--- config.mk ---
export PLATFORM = sky130hd
export DESIGN_NAME = contador_relogio
export DESIGN_NICKNAME = d
export VERILOG_FILES = /design/src/rtl/contador_relogio.sv
export SDC_FILE = /design/constraint.sdc
export NUM_CORES = 1
export LEC_CHECK = 0
export CORE_AREA = 2 2 47 81
export DETAILED_ROUTE_END_ITERATION = 7
export DIE_AREA = 0 0 49 83
export HOLD_SLACK_MARGIN = 0.12
export MAX_ROUTING_LAYER = met4
export PLACE_DENSITY = 0.81
export SLEW_MARGIN = 15
export SYNTH_ARGS = -nofsm -noshare
export SYNTH_HDL_FRONTEND = slang
export SYNTH_SLANG_ARGS = --single-unit
--- constraint.sdc ---
create_clock -name clk_in -period 5.58 [get_ports clk_in]
set_input_delay 1.116 -clock clk_in [delete_from_list [all_inputs] [get_ports clk_in]]
set_output_delay 1.116 -clock clk_in [all_outputs]
set_load 0.005 [all_outputs]
--- src/rtl/contador_relogio.sv ---
`default_nettype none
// ============================================================================
//  Module   : contador_relogio
//  Purpose  : BCD HH:MM:SS time-of-day counter. Samples the 1 Hz square wave
//             from the clock divider in the clk_in domain and advances the
//             time on every tick rising edge. Run/pause control and a manual
//             set mode (per-field increment, no carry between fields) feed
//             the display and decoder stages downstream.
//  Params   : SYNC_STAGES - synchronizer depth on tick_in/set_inc (2..4)
//             MODE_24H    - 1: hours 00..23, 0: hours 12,01..11 with pm flag
//  Ports    : clk_in     - system clock, rising edge
//             reset      - asynchronous active-low reset
//             tick_in    - 1 Hz square wave (asynchronous)
//             run        - 1 advances time, 0 pauses
//             set_en     - 1 selects manual set mode (overrides run)
//             set_sel    - field to set: 00 sec, 01 min, 10 hour, 11 none
//             set_inc    - button, each rising edge bumps the selected field
//             sec_bcd/min_bcd/hour_bcd - two-digit BCD time
//             pm         - PM flag (always 0 in 24h mode)
//             sec_pulse  - one-cycle strobe per time advance
//             carry_day  - one-cycle strobe on day rollover
//  Option   : CONTADOR_ALARM_EN adds alarm_hour_bcd, alarm_min_bcd, alarm_pm
//             inputs and a registered alarm output.
//  Revision : 1.0 - initial release
// ============================================================================
module contador_relogio #(
    parameter int SYNC_STAGES = 2,
    parameter bit MODE_24H    = 1'b1
) (
    input  logic       clk_in,
    input  logic       reset,
    input  logic       tick_in,
    input  logic       run,
    input  logic       set_en,
    input  logic [1:0] set_sel,
    input  logic       set_inc,
`ifdef CONTADOR_ALARM_EN
    input  logic [7:0] alarm_hour_bcd,
    input  logic [7:0] alarm_min_bcd,
    input  logic       alarm_pm,
    output logic       alarm,
`endif
    output logic [7:0] sec_bcd,
    output logic [7:0] min_bcd,
    output logic [7:0] hour_bcd,
    output logic       pm,
    output logic       sec_pulse,
    output logic       carry_day
);

    localparam logic [7:0] C_HOUR_LAST  = MODE_24H ? 8'h23 : 8'h12;
    localparam logic [7:0] C_HOUR_FIRST = MODE_24H ? 8'h00 : 8'h01;
    localparam logic [7:0] C_HOUR_RESET = MODE_24H ? 8'h00 : 8'h12;

    typedef enum logic [1:0] {
        ST_PAUSE = 2'd0,
        ST_RUN   = 2'd1,
        ST_SET   = 2'd2
    } state_t;

    // BCD increment: the limit is checked on the whole two-digit value, so
    // the 12h hour field steps 09->10 via the digit carry and 12->01 via wrap.
    function automatic logic [7:0] bcd_inc(input logic [7:0] v,
                                           input logic [7:0] last,
                                           input logic [7:0] first);
        if (v == last)
            bcd_inc = first;
        else if (v[3:0] == 4'd9)
            bcd_inc = {v[7:4] + 4'd1, 4'd0};
        else
            bcd_inc = {v[7:4], v[3:0] + 4'd1};
    endfunction

    // ------------------------------------------------------------------
    // Input synchronizers and rising-edge detectors
    // ------------------------------------------------------------------
    logic [SYNC_STAGES-1:0] r_tick_sync;
    logic [SYNC_STAGES-1:0] r_inc_sync;
    logic                   r_tick_prev;
    logic                   r_inc_prev;
    logic                   w_tick_edge;
    logic                   w_inc_edge;

    always_ff @(posedge clk_in or negedge reset) begin
        if (!reset) begin
            r_tick_sync <= '0;
            r_inc_sync  <= '0;
            r_tick_prev <= 1'b0;
            r_inc_prev  <= 1'b0;
        end else begin
            r_tick_sync <= {r_tick_sync[SYNC_STAGES-2:0], tick_in};
            r_inc_sync  <= {r_inc_sync[SYNC_STAGES-2:0], set_inc};
            r_tick_prev <= r_tick_sync[SYNC_STAGES-1];
            r_inc_prev  <= r_inc_sync[SYNC_STAGES-1];
        end
    end

    assign w_tick_edge = r_tick_sync[SYNC_STAGES-1] & ~r_tick_prev;
    assign w_inc_edge  = r_inc_sync[SYNC_STAGES-1] & ~r_inc_prev;

    // ------------------------------------------------------------------
    // Control FSM
    // ------------------------------------------------------------------
    state_t r_state;
    state_t w_state_next;

    always_ff @(posedge clk_in or negedge reset) begin
        if (!reset)
            r_state <= ST_PAUSE;
        else
            r_state <= w_state_next;
    end

    always_comb begin
        w_state_next = r_state;
        if (set_en) begin
            w_state_next = ST_SET;
        end else begin
            case (r_state)
                ST_PAUSE: if (run)  w_state_next = ST_RUN;
                ST_RUN:   if (!run) w_state_next = ST_PAUSE;
                ST_SET:   w_state_next = run ? ST_RUN : ST_PAUSE;
                default:  w_state_next = ST_PAUSE;
            endcase
        end
    end

    // Qualifying with the live set_en level drops a tick that coincides with
    // set_en rising, and a set_inc edge that coincides with set_en falling.
    logic w_advance;
    logic w_set_step;

    assign w_advance  = (r_state == ST_RUN) && run && !set_en && w_tick_edge;
    assign w_set_step = (r_state == ST_SET) && set_en && w_inc_edge;

    // ------------------------------------------------------------------
    // Time count
    // ------------------------------------------------------------------
    logic [7:0] r_sec, r_min, r_hour;
    logic       r_pm, r_pulse, r_carry;
    logic [7:0] w_sec_nxt, w_min_nxt, w_hour_nxt;
    logic       w_pm_nxt, w_pulse_nxt, w_carry_nxt;
    logic [7:0] w_sec_inc, w_min_inc, w_hour_inc;

    assign w_sec_inc  = bcd_inc(r_sec, 8'h59, 8'h00);
    assign w_min_inc  = bcd_inc(r_min, 8'h59, 8'h00);
    assign w_hour_inc = bcd_inc(r_hour, C_HOUR_LAST, C_HOUR_FIRST);

    always_comb begin
        w_sec_nxt   = r_sec;
        w_min_nxt   = r_min;
        w_hour_nxt  = r_hour;
        w_pm_nxt    = r_pm;
        w_pulse_nxt = 1'b0;
        w_carry_nxt = 1'b0;
        if (w_advance) begin
            w_pulse_nxt = 1'b1;
            w_sec_nxt   = w_sec_inc;
            if (r_sec == 8'h59) begin
                w_min_nxt = w_min_inc;
                if (r_min == 8'h59) begin
                    w_hour_nxt = w_hour_inc;
                    if (MODE_24H) begin
                        w_carry_nxt = (r_hour == 8'h23);
                    end else if (r_hour == 8'h11) begin
                        // 11:59:59 -> 12:00:00 flips AM/PM; the day ends at PM
                        w_pm_nxt    = ~r_pm;
                        w_carry_nxt = r_pm;
                    end
                end
            end
        end else if (w_set_step) begin
            case (set_sel)
                2'b00: w_sec_nxt = w_sec_inc;
                2'b01: w_min_nxt = w_min_inc;
                2'b10: begin
                    w_hour_nxt = w_hour_inc;
                    if (!MODE_24H && (r_hour == 8'h11))
                        w_pm_nxt = ~r_pm;
                end
                default: ;
            endcase
        end
    end

    always_ff @(posedge clk_in or negedge reset) begin
        if (!reset) begin
            r_sec   <= 8'h00;
            r_min   <= 8'h00;
            r_hour  <= C_HOUR_RESET;
            r_pm    <= 1'b0;
            r_pulse <= 1'b0;
            r_carry <= 1'b0;
        end else begin
            r_sec   <= w_sec_nxt;
            r_min   <= w_min_nxt;
            r_hour  <= w_hour_nxt;
            r_pm    <= w_pm_nxt;
            r_pulse <= w_pulse_nxt;
            r_carry <= w_carry_nxt;
        end
    end

    assign sec_bcd   = r_sec;
    assign min_bcd   = r_min;
    assign hour_bcd  = r_hour;
    assign pm        = r_pm;
    assign sec_pulse = r_pulse;
    assign carry_day = r_carry;

`ifdef CONTADOR_ALARM_EN
    // ------------------------------------------------------------------
    // Alarm: latched on the running advance into the matching HH:MM:00
    // ------------------------------------------------------------------
    logic r_alarm;
    logic w_alarm_hit;

    assign w_alarm_hit = w_advance && (w_sec_nxt == 8'h00) &&
                         (w_hour_nxt == alarm_hour_bcd) &&
                         (w_min_nxt == alarm_min_bcd) &&
                         (MODE_24H || (w_pm_nxt == alarm_pm));

    always_ff @(posedge clk_in or negedge reset) begin
        if (!reset)
            r_alarm <= 1'b0;
        else if (set_en || !run)
            r_alarm <= 1'b0;
        else if (w_alarm_hit)
            r_alarm <= 1'b1;
    end

    assign alarm = r_alarm;
`endif

endmodule
`default_nettype wire

## Word-level counts from Yosys, hierarchy flattened

Index checks and enable logic that the tools add are counted.

| operators by class | value |
|---|---|
| equality and inequality tests | 14 |
| add/subtract/negate cells | 6 |
| reductions and logical operators | 16 |
| multipliers | 0 |
| shift-type cells | 0 |
| div/mod/pow operators | 0 |
| bitwise logic cells | 4 |
| mux-type cells | 27 |
| magnitude comparators | 0 |

Operator list:

| cell | number |
|---|---|
| $mux W8 | 18 |
| $add A4 B1 Y4 const B | 6 |
| $eq A8 B7 Y1 const B | 2 |
| $eq A4 B4 Y1 const B | 3 |
| $eq A8 B6 Y1 const B | 1 |
| $reduce_bool A2 Y1 | 4 |
| $mux W2 | 3 |
| $ne A3 B3 Y1 const B | 2 |
| $pmux W2 S3 | 1 |
| $logic_and A1 B1 Y1 | 5 |
| $mux W1 | 5 |
| $eq A2 B1 Y1 const B | 2 |
| $eq A2 B2 Y1 const B | 2 |
| $logic_not A2 Y1 | 2 |
| $ne A2 B1 Y1 const B | 2 |
| $reduce_and A2 Y1 | 2 |
| $reduce_and A4 Y1 | 1 |
| $reduce_and A3 Y1 | 1 |
| $and A1 B1 Y1 | 2 |
| $not A1 Y1 | 2 |
| $logic_not A1 Y1 | 1 |

| word-level totals | value |
|---|---|
| memory bits (writable) | 0 |
| output and inout port bits | 27 |
| bits in registers | 34 |
| input port bits | 8 |
| memories | 0 |
| latch bits | 0 |
| ROM bits | 0 |
| logic and storage cells | 77 |

## Depth between registers and ports, before layout

Gate-level depths: netlist (run 1).

| logic depth | value |
|---|---|
| depth after elaboration | 6 |
| depth in mapped cells | 9 |
| gate-level depth less buffers | 7 |

## Least setup slack after synthesis (run 1)

OpenSTA, ideal clock, no wires.

| timing | value |
|---|---|
| path kind | input -> register |
| start point | input set_en |
| end point | register r_hour[0] (netlist: hour_bcd[0]) |
| slack | 3.081 ns |
| required time | 5.455 ns |
| setup time | 0.125 ns |
| buffers on the path | 2 |
| stages | 7 |
| arrival | 2.374 ns |
| cells stage by stage | nand2b_2 -> nor4b_4 -> and3_1 -> buf_6 -> or2_1 -> buf_6 -> mux2_4 |

| on the way | value |
|---|---|
| cells in the longest elaborated chain, start to end | 5 |
| elaborated cells between the ends (all ways) | 11 |
| those cells by class | eq/ne: 2; mux: 1; reduce/logical: 8 |

Ends and longest elaborated chain:

| element | line | RTL |
|---|---|---|
| start: declaration | 34 | `input logic set_en,` |
| $logic_not A1 Y1 | 133 | `assign w_advance = (r_state == ST_RUN) && run && !set_en && w_tick_edge;` |
| $logic_and A1 B1 Y1 (2 in a row) | 133 |  |
| $ne A2 B1 Y1 (no line) or $reduce_bool A2 Y1 (tied branches) | n/a |  |
| $reduce_and A4 Y1 (no line) | n/a |  |
| end signal: assignment | 197 | `r_hour <= w_hour_nxt;` |
| end: declaration | 139 | `logic [7:0] r_sec, r_min, r_hour;` |

Several ways; a longest one is shown, not always the timed one.
A chain may end at the register's enable or synchronous reset.

## Final worst setup path (run 1)

| timing | value |
|---|---|
| start point | input set_en |
| end point | register r_sec[2] (netlist: sec_bcd[2]) |

| on the way | value |
|---|---|
| cells in the longest elaborated chain, start to end | 5 |
| elaborated cells between the ends (all ways) | 9 |
| those cells by class | mux: 1; reduce/logical: 8 |

Ends and longest elaborated chain:

| element | line | RTL |
|---|---|---|
| $logic_not A1 Y1 * | 133 |  |
| $logic_and A1 B1 Y1 * (2 in a row) | 133 |  |
| net w_advance | 130 | `logic w_advance;` |
| $reduce_bool A2 Y1 (no line) | n/a |  |
| $reduce_and A2 Y1 (no line) | n/a |  |
| end signal: assignment | 195 | `r_sec <= w_sec_nxt;` |
| end: declaration | 139 |  |

The timed path passes the listed nets; every way through them passes the cells marked *.

==> results of run 1 <==
==> cells in the final DEF, fill, tap and decap left out, drive strengths merged, types with 7 or more instances in the layout <==
cell,netlist,routed
o21ai,13,13
nand2,9,9
ha,12,12
clkdlybuf4s50,0,33
mux2,7,7
dfrtp,34,34
inv,12,12
nor2,16,16
clkbuf,2,8
nand3,8,8
==> final cells by class <==
cell class / instances / area (µm²) / area share
well taps: 45 / 56.30 / 0.02510
repair buffers: 34 / 337.8 / 0.1506
clock buffers: 8 / 110.1 / 0.04908
multi-input cells: 115 / 843.3 / 0.3759
flip-flops and latches: 34 / 850.8 / 0.3793
inverters: 12 / 45.04 / 0.02008
==> metal layers <==
| metal | share of wire | routed length, µm | vias up | GRT usage |
|---|---|---|---|---|
| met4 | 0.025 | 86 | 0 | 0.1013 |
| met1 | 0.40 | 1379 | 655 | 0.2149 |
| met3 | 0.044 | 153 | 9 | 0.03417 |
| met2 | 0.53 | 1858 | 44 | 0.3176 |
| met5 | 0 | 0 | - | - |
| li1 | - | - | 657 | - |
==> power by group through the flow <==
| stage | Combinational [mW] | Clock [mW] | Sequential [mW] |
|---|---|---|---|
| floorplan | 0.116 | 0 | 0.324 |
| global placement | 0.201 | 0 | 0.326 |
| detailed placement | 0.214 | 0 | 0.331 |
| CTS | 0.214 | 0.215 | 0.326 |
| global route | 0.236 | 0.225 | 0.335 |
| finish | 0.211 | 0.210 | 0.327 |
==> flip-flops by register name (all words and copies together), names as in the netlist <==
signal	count
min_bcd	8
r_inc_prev	1
carry_day	1
sec_bcd	8
hour_bcd	8
r_tick_prev	1
r_tick_sync	2
r_state	2
sec_pulse	1
r_inc_sync	2
==> kinds of logic (layout without fill, tap and decap cells) <==
family | Yosys count | count (layout) | share of synthesized area
DFF | 34 | 34 | 0.4765
other | 1 | 1 | 0.002100
AOI/OAI and AO/OA | 31 | 31 | 0.1121
buffers and inverters | 19 | 54 | 0.05115
muxes | 7 | 7 | 0.04835
adders and majority gates | 12 | 12 | 0.08409
and+or+nand+nor | 62 | 62 | 0.2158
xor gates and xnor gates | 2 | 2 | 0.009813
==> path summary, 6_finish.rpt <==
path / depth (start not counted) / slack (ns) / endpoint
max in group asynchronous: 2 / 4.03 / carry_day
min in group asynchronous: 2 / 1.23 / sec_bcd[6]
hold reg to reg: 0 / 0.34 / r_tick_sync[1]
setup reg to reg: 7 / 3.13 / min_bcd[7]
hold / removal: 0 / 0.34 / r_tick_sync[1]
setup / recovery: 6 / 2.63 / sec_bcd[2]
==> worst max-delay path: stages <==
cell	delay, ns
clkdlybuf4s50_1	0.49
nand2b_2	0.19
nor2_1	0.08
a31oi_1	0.76
nor2b_1	0.14
mux2_1	0.34
==> through the flow <==
stage | hold WS (ns) | util | instances | setup slack, ns | instance area, µm²
floorplan | 0.3312 | - | 168 | 3.081 | 1785
CTS | 0.3494 | 0.6602 | 248 | 2.650 | 2243
global route | 0.3637 | 0.6602 | 248 | 2.460 | 2243
global placement | 0.3364 | 0.6278 | 240 | 2.440 | 2133
detailed placement | 0.3396 | 0.6278 | 240 | 2.344 | 2133
finish | 0.3425 | 0.6602 | 248 | 2.634 | 2243
==> results.yml, run 1 <==
worst_setup_path:
  cp.arrival_ns: 3.12
  crit_type: "input pin to flip-flop"
  required_ns: 5.75
  end_kind: "flip-flop"
  start_kind: "input pin"
  startpoint: "set_en"
  r2r_start: "sec_bcd[5]"
  cp_max_fo: 14
floorplan:
  dieArea_um2: 4067
  io_pins: 35
  coreArea_um2: 3398
  die_height_um: 83
  fp.dieW_um: 49
  rows: 28
  initial_utilization: 0.5254
routing:
  firstDrtPassIters: 6
  drcViolationCount: 0
  wl_per_cell_um: 14.02
  drt_iter0_drc: 15
  postRouteAntennaNets: 0
  via_count: 1365
  viasPerCell: 5.504
  drt_wl_total_mm: 3.477
clocking:
  clock-sinks: 34
  clock-root-buffer: "clkbuf_8"
  cts_made_buffers: 5
  clk_latency_ns: 0.28
  clkTransAtPathRegs_ns: 0.07
  postCtsSetupBuffers: 0
  clock_path_buffers: 2
  cts_tree: "built"
  h-tree-depth: 2
  ctsHoldBuffers: 0
  cts_resized: 0
pwr:
  power-per-cell-area_nw_per_um2: 333.2
  switching_share: 0.3083
  ir_worst_vdd_uv: 226.5
  p_leak_nw: 1.004
  design_power_total_uw: 747.5
  p_sw_uw: 230.5
  combPwrFrac: 0.282
  internal_power_uw: 517.0
  seqPwrFrac: 0.438
  clkPwrFrac: 0.280
global_routing:
  track_usage: 0.1909
  antenna_found_initial: 0
  grt_pass1_wl_mm: 5.920
  grt-ovfl-total: 0
  grt_pass1_vias: 1309
  grt_max_degree: 35
logic_synthesis:
  synth_edf_count: 0
  synth_cells: 168
  ys_seq_area_frac: 0.4765
  synth_area_leader_cell: "dfrtp_1"
  syn-num-nets: 188
  synth_top_area_frac: 0.4765
  netlist_area_um2: 1785
  synthArstFlopShare: 1.000
  synth_seq_cells: 34
  synth_area_leaders: "dfrtp_1 (48%), ha_1 (8.4%), nor2_1 (3.4%)"
  yosysMostFrequentCell: "dfrtp_1"
  synth_cell_types: 43
  syn_area_per_cell_um2: 10.63
  synth_warnings: 0
  synth_common_cells: "dfrtp_1 (34), nor2_1 (16), ha_1 (12), inv_1 (12), nand2_1 (9)"
  dominantRegCellSynth: "dfrtp_1"
sta:
  finalSetupViolCount: 0
  max_freq_mhz: 339.4
  finalCriticalPeriod_ns: 2.946
  grt_setup_unrepaired: "no"
  tightest_slew_ns: 1.042
  slew_headroom: 0.3023
  setup-tns-final_ns: 0
  report.final.hold_viol_count: 0
  min_period_over_period: 0.5280
  clock_skew_ns: 0.009655
  slew_viol_final: 0
place:
  dpl.hpwl_mm: 2.602
  gp_congestion: 0.7908
  numPortBuffers: 33
status:
  run_status: "finished, final reports clean"
job:
  drv_cap: 0
cells_and_area:
  drive_gt1_frac: 0.07882
  syn_to_final_growth_pct: 25.65
  num-fill-cells: 283
  layout.nets: 222
  diodes: 0
hold_path:
  hold_path_class: "flip-flop to flip-flop"
  holdCritStartpoint: "r_tick_sync[0]"
Note: power is estimated with default switching activity, not from simulation.
==> inputs of run 2 (changes only) <==
--- a/config.mk
+++ b/config.mk
@@ -5,12 +5,12 @@
 export SDC_FILE = /design/constraint.sdc
 export NUM_CORES = 1
 export LEC_CHECK = 0
-export CORE_AREA = 2 2 47 81
+export CORE_AREA = 2 2 48 84
 export DETAILED_ROUTE_END_ITERATION = 7
-export DIE_AREA = 0 0 49 83
+export DIE_AREA = 0 0 50 86
 export HOLD_SLACK_MARGIN = 0.12
 export MAX_ROUTING_LAYER = met4
-export PLACE_DENSITY = 0.81
+export PLACE_DENSITY = 0.76
 export SLEW_MARGIN = 15
 export SYNTH_ARGS = -nofsm -noshare
 export SYNTH_HDL_FRONTEND = slang
==> constraint.sdc (replaced) <==
create_clock -name clk_in -period 3 [get_ports clk_in]
set_input_delay 0.6 -clock clk_in [delete_from_list [all_inputs] [get_ports clk_in]]
set_output_delay 0.6 -clock clk_in [all_outputs]
set_load 0.005 [all_outputs]
==> results.yml, run 2 (synthesis gave the netlist of run 1 again) <==
status:
  run_status: "finished, final reports clean"
floorplan:
  fp.dieW_um: 50
  initial_utilization: 0.4970
  io_pins: 35
  rows: 29
  coreArea_um2: 3592
  dieArea_um2: 4300
  die_height_um: 86
routing:
  drt_iter0_drc: 17
  drt_wl_total_mm: 3.484
  wl_per_cell_um: 13.94
  postRouteAntennaNets: 0
  viasPerCell: 5.360
  via_count: 1340
  firstDrtPassIters: 4
  drcViolationCount: 0
worst_setup_path:
  cp_top_family: "compound AO/OA/AOI/OAI gates"
  required_ns: 3.17
  max_stage_delay_ns: 0.78
  end_kind: "flip-flop"
  crit_type: "input pin to flip-flop"
  crit_slowest_cell: "a31oi_1"
  ff2ff_path_depth: 6
  crit_buf_inv: 1
  crit_chain: "clkdlybuf4s50_1 > nand2b_2 > nor4b_4 > a31oi_1 > nor3_1 > mux2_1"
  cp.depth: 6
  cp_max_fo: 14
  cp.arrival_ns: 2.64
  start_kind: "input pin"
clocking:
  ctsHoldBuffers: 0
  clock-root-buffer: "clkbuf_8"
  clkTransAtPathRegs_ns: 0.07
  clk_latency_ns: 0.28
  postCtsSetupBuffers: 0
  clock_path_buffers: 2
  clock-sinks: 34
  h-tree-depth: 2
  cts_tree: "built"
  cts_resized: 0
  cts_made_buffers: 5
cells_and_area:
  mostFrequentLayoutCells: "dfrtp_1 (34), clkdlybuf4s50_1 (33), nor2_1 (16), inv_1 (12), ha_1 (12)"
  drive_gt1_frac: 0.08333
  fin_cells: 250
  final_common_cell: "dfrtp_1"
  finalInstanceArea_um2: 2228
  layout.nets: 224
  num-fill-cells: 291
  syn_to_final_growth_pct: 24.81
  diodes: 0
sta:
  slew_viol_final: 0
  slew_headroom: 0.2816
  setup-tns-final_ns: 0
  worst_slack_ns: 0.5310
  grt_setup_unrepaired: "no"
  report.final.hold_viol_count: 0
  tightest_slew_ns: 1.073
  holdWs_ns: 0.3551
  min_period_over_period: 0.8230
  finalSetupViolCount: 0
  max_freq_mhz: 405.0
  clock_skew_ns: 0.009885
  finalCriticalPeriod_ns: 2.469
place:
  dpl.hpwl_mm: 2.635
  dp_cells: 243
  dpl-instance-area_um2: 2150
  place_ws_ns: 0.2234
  numPortBuffers: 33
  gp_congestion: 0.7331
global_routing:
  grt_pass1_wl_mm: 6.175
  grt_pass1_vias: 1358
  antenna_found_initial: 0
  track_usage: 0.1934
  grt-ovfl-total: 0
  grt_max_degree: 35
hold_path:
  hold_path_class: "flip-flop to flip-flop"
  hold_depth: 0
pwr:
  p_leak_nw: 0.9999
  power-per-cell-area_nw_per_um2: 587.3
  ir_worst_vdd_uv: 440.9
job:
  drv_cap: 0
## run 2: metrics by stage
step	total power [mW]	util
floorplan	0.8194	-
global placement	0.9860	0.5984
detailed placement	1.012	0.5984
CTS	1.331	0.6203
global route	1.414	0.6203
finish	1.309	0.6203
## run 2: worst paths after layout
check / start / end / slack (ns)
hold / removal: r_tick_sync[0] / r_tick_sync[1] / 0.36
max in group asynchronous: reset / hour_bcd[0] / 1.96
setup / recovery: set_en / min_bcd[7] / 0.53
min in group asynchronous: reset / sec_bcd[4] / 0.73
hold reg to reg: r_tick_sync[0] / r_tick_sync[1] / 0.36
setup reg to reg: sec_bcd[4] / min_bcd[7] / 0.56
## run 2: per-layer routing
metal / track usage / wire [µm] / vias to the layer above
met5: - / 0 / -
met4: 0.08333 / 78 / 0
li1: - / - / 652
met1: 0.2167 / 1376 / 654
met2: 0.3313 / 1949 / 27
met3: 0.03310 / 79 / 7
## run 2: area by class of cell
class                   instances  area [µm²]  area share
well taps                      46       57.56     0.02583
repair buffers                 36       352.8      0.1583
clock buffers                   5       68.82     0.03088
clock inverters                 2       10.01    0.004492
multi-input cells             115       843.3      0.3784
flip-flops and latches         34       850.8      0.3818
inverters                      12       45.04     0.02021
## run 2: worst register-to-register path: stages, from the launching register on
cell and delay (ns):
dfrtp_1 0.44, ha_1 0.24, and3b_1 0.22, nor4b_4 0.14
a31oi_1 0.78, nor3_1 0.15, mux2_1 0.36
## run 2: power by group
part | switching [mW] | internal (mW)
logic | 0.179 | 0.212
registers | 0.0865 | 0.518
clock network | 0.157 | 0.155
total | 0.423 | 0.886
==> inputs of run 3 (changes only) <==
--- a/config.mk
+++ b/config.mk
@@ -5,12 +5,12 @@
 export SDC_FILE = /design/constraint.sdc
 export NUM_CORES = 1
 export LEC_CHECK = 0
-export CORE_AREA = 2 2 48 84
+export CORE_AREA = 2 2 51 88
 export DETAILED_ROUTE_END_ITERATION = 7
-export DIE_AREA = 0 0 50 86
+export DIE_AREA = 0 0 53 90
 export HOLD_SLACK_MARGIN = 0.12
 export MAX_ROUTING_LAYER = met4
-export PLACE_DENSITY = 0.76
+export PLACE_DENSITY = 0.72
 export SLEW_MARGIN = 15
 export SYNTH_ARGS = -nofsm -noshare
 export SYNTH_HDL_FRONTEND = slang
==> constraint.sdc (replaced) <==
create_clock -name clk_in -period 2 [get_ports clk_in]
set_input_delay 0.4 -clock clk_in [delete_from_list [all_inputs] [get_ports clk_in]]
set_output_delay 0.4 -clock clk_in [all_outputs]
set_load 0.005 [all_outputs]
==> results.yml, run 3 (synthesis gave the netlist of run 1 again) <==
status:
  run_status: "finished, final reports clean"
floorplan:
  coreArea_um2: 4073
  rows: 31
  fp.dieW_um: 53
  io_pins: 35
  dieArea_um2: 4770
  initial_utilization: 0.4384
  die_height_um: 90
routing:
  firstDrtPassIters: 4
  via_count: 1451
  drcViolationCount: 0
  viasPerCell: 5.315
  drt_wl_total_mm: 3.691
  wl_per_cell_um: 13.52
  postRouteAntennaNets: 0
  drt_iter0_drc: 17
clocking:
  clock-root-buffer: "clkbuf_8"
  clkTransAtPathRegs_ns: 0.07
  clock_path_buffers: 2
  h-tree-depth: 2
  cts_made_buffers: 5
  cts_tree: "built"
  clk_latency_ns: 0.28
  clock-sinks: 34
pwr:
  p_sw_uw: 674.3
  switching_share: 0.3018
  internal_power_mw: 1.560
  power-per-cell-area_nw_per_um2: 915.4
  combPwrFrac: 0.330
  p_leak_nw: 1.105
  clkPwrFrac: 0.279
  ir_worst_vdd_uv: 576.3
  seqPwrFrac: 0.392
place:
  gp_congestion: 0.7993
  dpl.hpwl_mm: 2.567
  numPortBuffers: 33
  place_ws_ns: -0.2730
sta:
  finalCriticalPeriod_ns: 1.951
  worst_slack_ns: 0.04892
  min_period_over_period: 0.9755
  finalSetupViolCount: 0
  report.final.hold_viol_count: 0
  slew_viol_final: 0
  max_freq_mhz: 512.5
  clock_skew_ns: 0.006107
worst_setup_path:
  required_ns: 2.22
  reg2reg_slack_ns: 0.05
  cp_max_fo: 6
  cp.arrival_ns: 2.17
  start_kind: "flip-flop"
  end_kind: "flip-flop"
  crit_type: "flip-flop to flip-flop"
job:
  drv_cap: 0
hold_path:
  hold_path_class: "flip-flop to flip-flop"
cells_and_area:
  syn_to_final_growth_pct: 36.72
  num-fill-cells: 342
  drive_gt1_frac: 0.1875
  final_util: 0.5994
  layout.nets: 243
  final_common_cell: "dfrtp_1"
  diodes: 0
  mostFrequentLayoutCells: "dfrtp_1 (34), clkdlybuf4s50_1 (33), buf_4 (22), nor2_1 (16), inv_1 (12)"
global_routing:
  grt_max_degree: 35
  grt_pass1_vias: 1445
  track_usage: 0.1769
  antenna_found_initial: 0
  grt-ovfl-total: 0
  grt_pass1_wl_mm: 6.265
==> run 3: cell count changes in the layout (fill, tap and decap cells not counted), moves of 2 or more <==
cell      previous run  this run
buf_4                3        22
clkbuf_1             0         2
clkinv_2             2         0
ha_1                12        10
ha_2                 0         2
==> run 3: power by group through the flow <==
stage | clock network, mW | registers [mW] | logic [mW]
detailed placement | 0 | 0.885 | 0.712
CTS | 0.631 | 0.875 | 0.718
finish | 0.623 | 0.875 | 0.737
global placement | 0 | 0.881 | 0.707
global route | 0.665 | 0.893 | 0.830
floorplan | 0 | 0.905 | 0.324
==> run 3: through the flow <==
stage	power (mW)	std cells	hold slack, ns	area [µm²]	TNS (ns)
floorplan	1.229	168	0.1044	1785	0
global placement	1.588	262	0.3348	2273	-2.128
detailed placement	1.597	262	0.3395	2273	-3.278
CTS	2.223	270	0.3558	2380	-0.01103
global route	2.388	273	0.3585	2441	-0.03383
finish	2.235	273	0.3519	2441	0
==> run 3: path summary, 6_finish.rpt <==
path,cells past startpoint,from,endpoint
worst min-delay path,0,r_tick_sync[0],r_tick_sync[1]
worst max register to register,8,sec_bcd[5],min_bcd[3]
min in group asynchronous,2,reset,r_tick_sync[0]
worst min register to register,0,r_tick_sync[0],r_tick_sync[1]
worst max-delay path,8,sec_bcd[5],min_bcd[3]
max in group asynchronous,2,reset,carry_day
==> run 3: worst max-delay path, cell delays in order (launching register included) <==
cell,delay (ns)
dfrtp_1,0.39
inv_1,0.06
ha_2,0.18
and3b_2,0.20
nor4b_4,0.21
buf_4,0.17
a31oi_4,0.05
or4b_1,0.52
nand3_1,0.10
==> run 3: repair_timing <==
item,4_1_cts,5_1_grt
pin swaps,0,1
hold endpoints to repair,0,0
hold buffers,0,0
buffers inserted,0,3
endpoints found under the setup margin,1,15
resized for setup,0,9
==> run 3: layout make-up <==
type | count | area, µm² | share of cell area
repair buffers | 55 | 495.5 | 0.2030
clock buffers | 7 | 76.32 | 0.03127
clock inverters | 1 | 30.03 | 0.01230
flip-flops and latches | 34 | 850.8 | 0.3485
well taps | 49 | 61.31 | 0.02512
multi-input cells | 115 | 882.1 | 0.3614
inverters | 12 | 45.04 | 0.01845
==> run 3: layer usage <==
metal,track usage,up-vias,share of wire
met5,-,-,0
met4,0.06197,0,0.016
met3,0.03156,5,0.038
met2,0.2990,35,0.54
met1,0.2033,713,0.40
li1,-,698,-
